### src/rtl/pixel_fetch_pipeline_if.sv
// Pixel-fetch bus: per-pixel addresses/controls in, ROM read ports, palette write port, VGA out.
// The master side is the pixel source/ROMs/CPU; the slave side is the fetch pipeline.
interface pixel_fetch_pipeline_if #(
    parameter int unsigned ADDR_W = 18,
    parameter int unsigned IDX_W  = 4
);
    logic              drawBG;
    logic [ADDR_W-1:0] addrBG;
    logic              drawSpr;
    logic [ADDR_W-1:0] addrSpr;
    logic              blank_n;
    logic              hs_in;
    logic              vs_in;

    logic              map_select_req;
    logic              map_select;

    logic [ADDR_W-1:0] bg_rom_addr;
    logic [IDX_W-1:0]  bg_rom_data;
    logic [ADDR_W-1:0] spr_rom_addr;
    logic [IDX_W-1:0]  spr_rom_data;

    logic              pal_we;
    logic [IDX_W-1:0]  pal_waddr;
    logic [23:0]       pal_wdata;

    logic [7:0]        VGA_R;
    logic [7:0]        VGA_G;
    logic [7:0]        VGA_B;
    logic              VGA_HS;
    logic              VGA_VS;
    logic              VGA_BLANK_N;

    modport master (
        output drawBG, addrBG, drawSpr, addrSpr, blank_n, hs_in, vs_in,
        output map_select_req,
        input  map_select,
        input  bg_rom_addr, spr_rom_addr,
        output bg_rom_data, spr_rom_data,
        output pal_we, pal_waddr, pal_wdata,
        input  VGA_R, VGA_G, VGA_B, VGA_HS, VGA_VS, VGA_BLANK_N
    );

    modport slave (
        input  drawBG, addrBG, drawSpr, addrSpr, blank_n, hs_in, vs_in,
        input  map_select_req,
        output map_select,
        output bg_rom_addr, spr_rom_addr,
        input  bg_rom_data, spr_rom_data,
        input  pal_we, pal_waddr, pal_wdata,
        output VGA_R, VGA_G, VGA_B, VGA_HS, VGA_VS, VGA_BLANK_N
    );
endinterface

### src/rtl/pixel_fetch_pipeline.sv
// Sprite/background fetch, priority composite and palette lookup feeding VGA outputs.
// Three-register latency: address register, ROM data register, palette/VGA register.
module pixel_fetch_pipeline #(
    parameter int unsigned ADDR_W          = 18,
    parameter int unsigned IDX_W           = 4,
    parameter int unsigned PAL_DEPTH       = 16,
    parameter int unsigned TRANSPARENT_IDX = 0
) (
    input  logic                 Clk,
    input  logic                 Reset,
    pixel_fetch_pipeline_if.slave bus
);
    localparam int unsigned RGB_W  = 24;
    localparam int unsigned CH_W   = 8;
    localparam int unsigned PAL_AW = $clog2(PAL_DEPTH);
    localparam int unsigned GREY_STEP = 17;

    typedef struct packed {
        logic draw_bg;
        logic draw_spr;
        logic blank_n;
        logic hs;
        logic vs;
    } ctrl_t;

    // Idle controls: nothing drawn, blanked, syncs inactive (high).
    localparam ctrl_t CTRL_IDLE = '{draw_bg: 1'b0, draw_spr: 1'b0, blank_n: 1'b0, hs: 1'b1, vs: 1'b1};

    ctrl_t             s0;
    ctrl_t             s1;
    logic              vs_q;
    logic [RGB_W-1:0]  pal [PAL_DEPTH];

    logic              spr_hit_c;
    logic              use_pal_c;
    logic [IDX_W-1:0]  sel_idx_c;
    logic [RGB_W-1:0]  rgb_c;

    // Stage 0: ROM addresses and controls.
    always_ff @(posedge Clk) begin
        if (Reset) begin
            s0               <= CTRL_IDLE;
            bus.bg_rom_addr  <= '0;
            bus.spr_rom_addr <= '0;
        end else begin
            s0.draw_bg       <= bus.drawBG;
            s0.draw_spr      <= bus.drawSpr;
            s0.blank_n       <= bus.blank_n;
            s0.hs            <= bus.hs_in;
            s0.vs            <= bus.vs_in;
            bus.bg_rom_addr  <= bus.addrBG;
            bus.spr_rom_addr <= bus.addrSpr;
        end
    end

    // Stage 1: the ROM output register holds the indices; controls ride alongside it.
    always_ff @(posedge Clk) begin
        if (Reset) begin
            s1 <= CTRL_IDLE;
        end else begin
            s1 <= s0;
        end
    end

    // Sprite wins unless transparent; blanking or no source gives black.
    always_comb begin
        spr_hit_c = 1'b0;
        use_pal_c = 1'b0;
        sel_idx_c = bus.bg_rom_data;
        rgb_c     = '0;
        spr_hit_c = s1.draw_spr && (bus.spr_rom_data != IDX_W'(TRANSPARENT_IDX));
        if (spr_hit_c) begin
            sel_idx_c = bus.spr_rom_data;
        end
        use_pal_c = s1.blank_n && (spr_hit_c || s1.draw_bg);
        if (use_pal_c) begin
            rgb_c = pal[PAL_AW'(sel_idx_c)];
        end
    end

    // Stage 2: registered palette lookup and delay-matched syncs.
    always_ff @(posedge Clk) begin
        if (Reset) begin
            bus.VGA_R       <= '0;
            bus.VGA_G       <= '0;
            bus.VGA_B       <= '0;
            bus.VGA_HS      <= 1'b1;
            bus.VGA_VS      <= 1'b1;
            bus.VGA_BLANK_N <= 1'b0;
        end else begin
            bus.VGA_R       <= rgb_c[2*CH_W +: CH_W];
            bus.VGA_G       <= rgb_c[CH_W +: CH_W];
            bus.VGA_B       <= rgb_c[0 +: CH_W];
            bus.VGA_HS      <= s1.hs;
            bus.VGA_VS      <= s1.vs;
            bus.VGA_BLANK_N <= s1.blank_n;
        end
    end

    // Palette file; a same-cycle write is seen by the lookup only from the next cycle.
    always_ff @(posedge Clk) begin
        if (Reset) begin
            for (int unsigned i = 0; i < PAL_DEPTH; i++) begin
                pal[PAL_AW'(i)] <= {3{CH_W'(i * GREY_STEP)}};
            end
        end else if (bus.pal_we) begin
            pal[PAL_AW'(bus.pal_waddr)] <= bus.pal_wdata;
        end
    end

    // Map select only follows the request on a falling edge of vs_in.
    always_ff @(posedge Clk) begin
        if (Reset) begin
            vs_q           <= 1'b1;
            bus.map_select <= 1'b0;
        end else begin
            vs_q <= bus.vs_in;
            if (vs_q && !bus.vs_in) begin
                bus.map_select <= bus.map_select_req;
            end
        end
    end
endmodule

### src/flat_wrapper.sv
// flat-port wrapper written by rule: the top's interface ports become plain ports
module pixel_fetch_pipeline_flat 
#(
    parameter int unsigned ADDR_W          = 18,
    parameter int unsigned IDX_W           = 4,
    parameter int unsigned PAL_DEPTH       = 16,
    parameter int unsigned TRANSPARENT_IDX = 0
)
  (Clk, Reset, bus_drawBG, bus_addrBG, bus_drawSpr, bus_addrSpr, bus_blank_n, bus_hs_in, bus_vs_in, bus_map_select_req, bus_map_select, bus_bg_rom_addr, bus_spr_rom_addr, bus_bg_rom_data, bus_spr_rom_data, bus_pal_we, bus_pal_waddr, bus_pal_wdata, bus_VGA_R, bus_VGA_G, bus_VGA_B, bus_VGA_HS, bus_VGA_VS, bus_VGA_BLANK_N);
  pixel_fetch_pipeline_if #(.ADDR_W(ADDR_W), .IDX_W(IDX_W)) bus_i ();
  input  logic Clk;
  input  logic Reset;
  input wire logic [$bits(bus_i.drawBG)-1:0] bus_drawBG;
  input wire logic [$bits(bus_i.addrBG)-1:0] bus_addrBG;
  input wire logic [$bits(bus_i.drawSpr)-1:0] bus_drawSpr;
  input wire logic [$bits(bus_i.addrSpr)-1:0] bus_addrSpr;
  input wire logic [$bits(bus_i.blank_n)-1:0] bus_blank_n;
  input wire logic [$bits(bus_i.hs_in)-1:0] bus_hs_in;
  input wire logic [$bits(bus_i.vs_in)-1:0] bus_vs_in;
  input wire logic [$bits(bus_i.map_select_req)-1:0] bus_map_select_req;
  output wire logic [$bits(bus_i.map_select)-1:0] bus_map_select;
  output wire logic [$bits(bus_i.bg_rom_addr)-1:0] bus_bg_rom_addr;
  output wire logic [$bits(bus_i.spr_rom_addr)-1:0] bus_spr_rom_addr;
  input wire logic [$bits(bus_i.bg_rom_data)-1:0] bus_bg_rom_data;
  input wire logic [$bits(bus_i.spr_rom_data)-1:0] bus_spr_rom_data;
  input wire logic [$bits(bus_i.pal_we)-1:0] bus_pal_we;
  input wire logic [$bits(bus_i.pal_waddr)-1:0] bus_pal_waddr;
  input wire logic [$bits(bus_i.pal_wdata)-1:0] bus_pal_wdata;
  output wire logic [$bits(bus_i.VGA_R)-1:0] bus_VGA_R;
  output wire logic [$bits(bus_i.VGA_G)-1:0] bus_VGA_G;
  output wire logic [$bits(bus_i.VGA_B)-1:0] bus_VGA_B;
  output wire logic [$bits(bus_i.VGA_HS)-1:0] bus_VGA_HS;
  output wire logic [$bits(bus_i.VGA_VS)-1:0] bus_VGA_VS;
  output wire logic [$bits(bus_i.VGA_BLANK_N)-1:0] bus_VGA_BLANK_N;
  assign bus_i.drawBG = bus_drawBG;
  assign bus_i.addrBG = bus_addrBG;
  assign bus_i.drawSpr = bus_drawSpr;
  assign bus_i.addrSpr = bus_addrSpr;
  assign bus_i.blank_n = bus_blank_n;
  assign bus_i.hs_in = bus_hs_in;
  assign bus_i.vs_in = bus_vs_in;
  assign bus_i.map_select_req = bus_map_select_req;
  assign bus_map_select = bus_i.map_select;
  assign bus_bg_rom_addr = bus_i.bg_rom_addr;
  assign bus_spr_rom_addr = bus_i.spr_rom_addr;
  assign bus_i.bg_rom_data = bus_bg_rom_data;
  assign bus_i.spr_rom_data = bus_spr_rom_data;
  assign bus_i.pal_we = bus_pal_we;
  assign bus_i.pal_waddr = bus_pal_waddr;
  assign bus_i.pal_wdata = bus_pal_wdata;
  assign bus_VGA_R = bus_i.VGA_R;
  assign bus_VGA_G = bus_i.VGA_G;
  assign bus_VGA_B = bus_i.VGA_B;
  assign bus_VGA_HS = bus_i.VGA_HS;
  assign bus_VGA_VS = bus_i.VGA_VS;
  assign bus_VGA_BLANK_N = bus_i.VGA_BLANK_N;
  pixel_fetch_pipeline #(.ADDR_W(ADDR_W), .IDX_W(IDX_W), .PAL_DEPTH(PAL_DEPTH), .TRANSPARENT_IDX(TRANSPARENT_IDX)) u_core (.Clk(Clk), .Reset(Reset), .bus(bus_i));
endmodule
### config.mk
export PLATFORM = sky130hd
export DESIGN_NAME = pixel_fetch_pipeline_flat
export DESIGN_NICKNAME = d
export VERILOG_FILES = /design/src/rtl/pixel_fetch_pipeline_if.sv /design/src/rtl/pixel_fetch_pipeline.sv /design/src/flat_wrapper.sv
export SDC_FILE = /design/constraint.sdc
export NUM_CORES = 1
export LEC_CHECK = 0
export BUFFER_PORTS_ARGS = -buffer_cell sky130_fd_sc_hd__buf_4
export CAP_MARGIN = 20
export CORE_MARGIN = 10
export CORE_UTILIZATION = 30
export CTS_CLUSTER_DIAMETER = 150
export DETAILED_ROUTE_END_ITERATION = 16
export GPL_ROUTABILITY_DRIVEN = 1
export GPL_TIMING_DRIVEN = 0
export PLACE_DENSITY = 0.54
export SLEW_MARGIN = 40
export SYNTH_ARGS = -nofsm -noshare
export SYNTH_HDL_FRONTEND = slang
export SYNTH_SLANG_ARGS = --single-unit
export TNS_END_PERCENT = 100
### constraint.sdc
create_clock -name Clk -period 2.3 [get_ports Clk]
set_input_delay 0.345 -clock Clk [delete_from_list [all_inputs] [get_ports Clk]]
set_output_delay 0.345 -clock Clk [all_outputs]
set_load 0.03 [all_outputs]
==> flow_summary.ini <==
[status]
status = completed

[layout]
final_common_cell = edfxtp_1
fin_area_um2 = 26000
multiInputGateArea_um2 = 7470
syn2layout_area_growth_pct = 25.5
fin_cells = 3079
layout_common_cells = 384 x edfxtp_1, 321 x nand2_1, 192 x and2_1
final_util_pct = 37.9
drive_above_1_share_pct = 19.7
regArea_um2 = 13000
fin_nets = 2181
fillers = 6702

[logic_synthesis]
syn_area_um2 = 20700
synth_edf_count = 384
ys_ff_latch = 458
synth_xor_area_share_pct = 0
synthArstFlopShare_pct = 0
ys.flop_type = edfxtp_1
yosysUniqueCellTypes = 52
syn_nets = 1928
syn_inst = 1847
ys_seq_area_share_pct = 62.8
synth_top_family_by_area = simple AND/OR/NAND/NOR gates
synth_warnings = 0
synth-simple-area-share_pct = 24.6
synth_fa_ha_area_share_pct = 0
synth-compound-area-share_pct = 6.43
syn_area_per_cell_um2 = 11.2
synth.area.mux_share_pct = 2.61

[place]
dp_slack_ps = -1260
gp_congestion = 0.948
dpl_cell_area_um2 = 23000
hpwl_um = 56600
numPortBuffers = 142
placed_cells = 2922

[clocking]
ctsRootBufferMaster = clkbuf_16
numCtsBuffers = 53
h-tree-depth = 2
clkSlewWorstSetupHoldPaths_ps = 70
clock_path_buffers = 3
clkLatencyLatePin_ps = 620
clock-sinks = 458
cts_tree = built

[global_routing]
busiest_layer = met2
overflow = 0
first_global_vias = 15700
grtUsageMet3_pct = 3.93
use_met2_pct = 32.2
grt_start_max_net_pins = 25
antenna_found_initial = 1
grt_pass1_wl_um = 113000
grt_util_met1_pct = 25.2
grtUsageTotal_pct = 19.5

[power]
p_sw_mw = 5.38
p_seq_share_pct = 46.4
intPower_mw = 15.3
cellPowerDensity_nw_per_um2 = 795
combPwrFrac_pct = 11.0
swShare_pct = 26.0
p_leak_nw = 9.30
pwr-share-clk_pct = 42.6
ir_drop_v = 0.000518

[floorplanning]
core_area_um2 = 68600
pin_count = 145
die_x_um = 283
rows = 96
initial_core_util_pct = 30.2
die_height_um = 283
die_area_um2 = 80000

[detailed_routing]
antenna_left = 0
num_vias = 16200
drt-total-wl_um = 80100
vias_per_cell = 5.28
drt_iter0_markers = 1928
firstDrtPassIters = 5
drc = 0
wl_per_cell_um = 26.0

[setup_path]
critPathBufInv = 2
cp_cell_sequence = buf_4 -> nand2_1 -> clkbuf_1 -> nor2_1 -> or2_2
slowest_delay_ps = 760
slowest_stage = nor2_1
arrival_ps = 2550
cp.required_ps = 2550
crit_family = simple AND/OR/NAND/NOR gates
cp-end-kind = flop
critPathKind = input port to flop
start_kind = input port
path_max_fanout = 24

[timing]
period_minus_slack_ps = 2300
finalSetupViolations = 0
post-route-period-util_pct = 99.9
setup_ws_ps = 1.92
setup_tns_ps = 0
rsz0062_at_grt = no
relSlewSlack_pct = 41.7
hold_violations = 0
fmax_mhz = 435
slew_viol_final = 0
skew_ps = 33.1
worst_pin_slew_ps = 871

[job]
cap_violations = 0

[hold_path]
worstHoldPathType = input port to flop
cell type report:
type,count,share of cell area (%)
Clock buffer,73,5.76
Timing Repair Buffer,198,6.12
Antenna cell,3,0.0289
Buffer,164,3.68
Tap cell,931,4.48
Multi-Input combinational cell,1225,28.7
Clock inverter,27,1.16
Sequential cell,458,50.0
cells in the mapped netlist (2+ instances only):
master / instances / area share (%)
a2111oi_0: 3 / 0.13
a211o_1: 4 / 0.17
a211oi_1: 18 / 0.65
a21boi_0: 3 / 0.11
a21o_1: 3 / 0.11
a21oi_1: 36 / 0.87
a221oi_1: 12 / 0.51
a22o_1: 2 / 0.085
a22oi_1: 13 / 0.47
a311o_1: 16 / 0.77
a311oi_1: 6 / 0.25
and2_1: 192 / 5.8
and3_1: 6 / 0.18
and3b_1: 2 / 0.085
buf_1: 7 / 0.13
buf_2: 32 / 0.77
buf_4: 3 / 0.11
buf_6: 9 / 0.49
clkbuf_1: 113 / 2.0
dfxtp_1: 74 / 7.1
edfxtp_1: 384 / 56
mux2i_1: 54 / 2.6
nand2_1: 323 / 5.9
nand2b_1: 30 / 0.91
nand3_1: 109 / 2.6
nand4_1: 29 / 0.88
nor2_1: 35 / 0.63
nor2_2: 3 / 0.091
nor2b_1: 46 / 1.4
nor3_1: 6 / 0.14
o2111ai_1: 3 / 0.13
o211ai_1: 10 / 0.36
o21ai_0: 30 / 0.72
o21ai_1: 11 / 0.27
o221ai_1: 3 / 0.13
o22ai_1: 10 / 0.30
o2bb2ai_1: 3 / 0.13
o31ai_1: 2 / 0.072
or2_2: 21 / 0.63
or3_1: 169 / 5.1
power groups by stage:
stage / logic, mW / registers, mW / clock network [mW]
final: 2.27 / 9.59 / 8.81
after global routing: 2.39 / 9.63 / 9.20
after CTS: 2.17 / 9.59 / 8.86
after detailed placement: 1.99 / 9.76 / 0
after global placement: 1.96 / 9.74 / 0
after floorplan: 0.979 / 9.78 / 0
routing by layer:
| layer | routed length, µm | up-vias | share of wire (%) |
|---|---|---|---|
| li1 | - | 7140 | - |
| met1 | 32400 | 8207 | 40 |
| met2 | 37900 | 770 | 47 |
| met3 | 6740 | 131 | 8.4 |
| met4 | 3020 | 0 | 3.8 |
| met5 | 0 | - | 0 |
stage by stage:
stage	hold slack [ps]	power, mW
final	47.5	20.7
after global placement	404	11.7
after global routing	39.9	21.2
after floorplan	389	10.8
after detailed placement	401	11.7
after CTS	25.2	20.6
worst paths after layout:
path	start	end	slack (ps)	cells after the start
worst min register to register	u_core.s1[1]	u_core.bus.VGA_HS	410	1
worst max-delay path	bus_pal_waddr[1]	u_core.pal[11][14]	2	5
worst min-delay path	Reset	u_core.bus.VGA_BLANK_N	50	2
worst max register to register	u_core.s1[3]	u_core.bus.VGA_R[3]	40	8
timing repair:
item	in CTS	in global routing
buffers inserted	5	7
gates resized for setup	129	63
pin swaps	13	13
endpoints found under the hold margin	42	0
endpoints found under the setup margin	183	122
hold buffers	42	0
registers in the layout (all words and copies together) (netlist names):
register,cells
u_core.bus.VGA_G,8
u_core.bus.VGA_R,8
u_core.s1,5
u_core.pal,384
u_core.bus.VGA_VS,1
u_core.bus.VGA_HS,1
u_core.bus.bg_rom_addr,18
u_core.bus.map_select,1
u_core.bus.VGA_B,8
u_core.vs_q,1
u_core.bus.VGA_BLANK_N,1
u_core.s0,4
u_core.bus.spr_rom_addr,18
cell families (layout without fill, tap and decap cells):
| group | Yosys count | in the layout |
|---|---|---|
| other | 0 | 3 |
| multiplexers | 54 | 54 |
| AO/OA/AOI/OAI | 193 | 193 |
| flip-flops | 458 | 458 |
| buffers and inverters | 164 | 462 |
| AND/OR/NAND/NOR | 978 | 978 |
(Power assumes the default switching activity.)
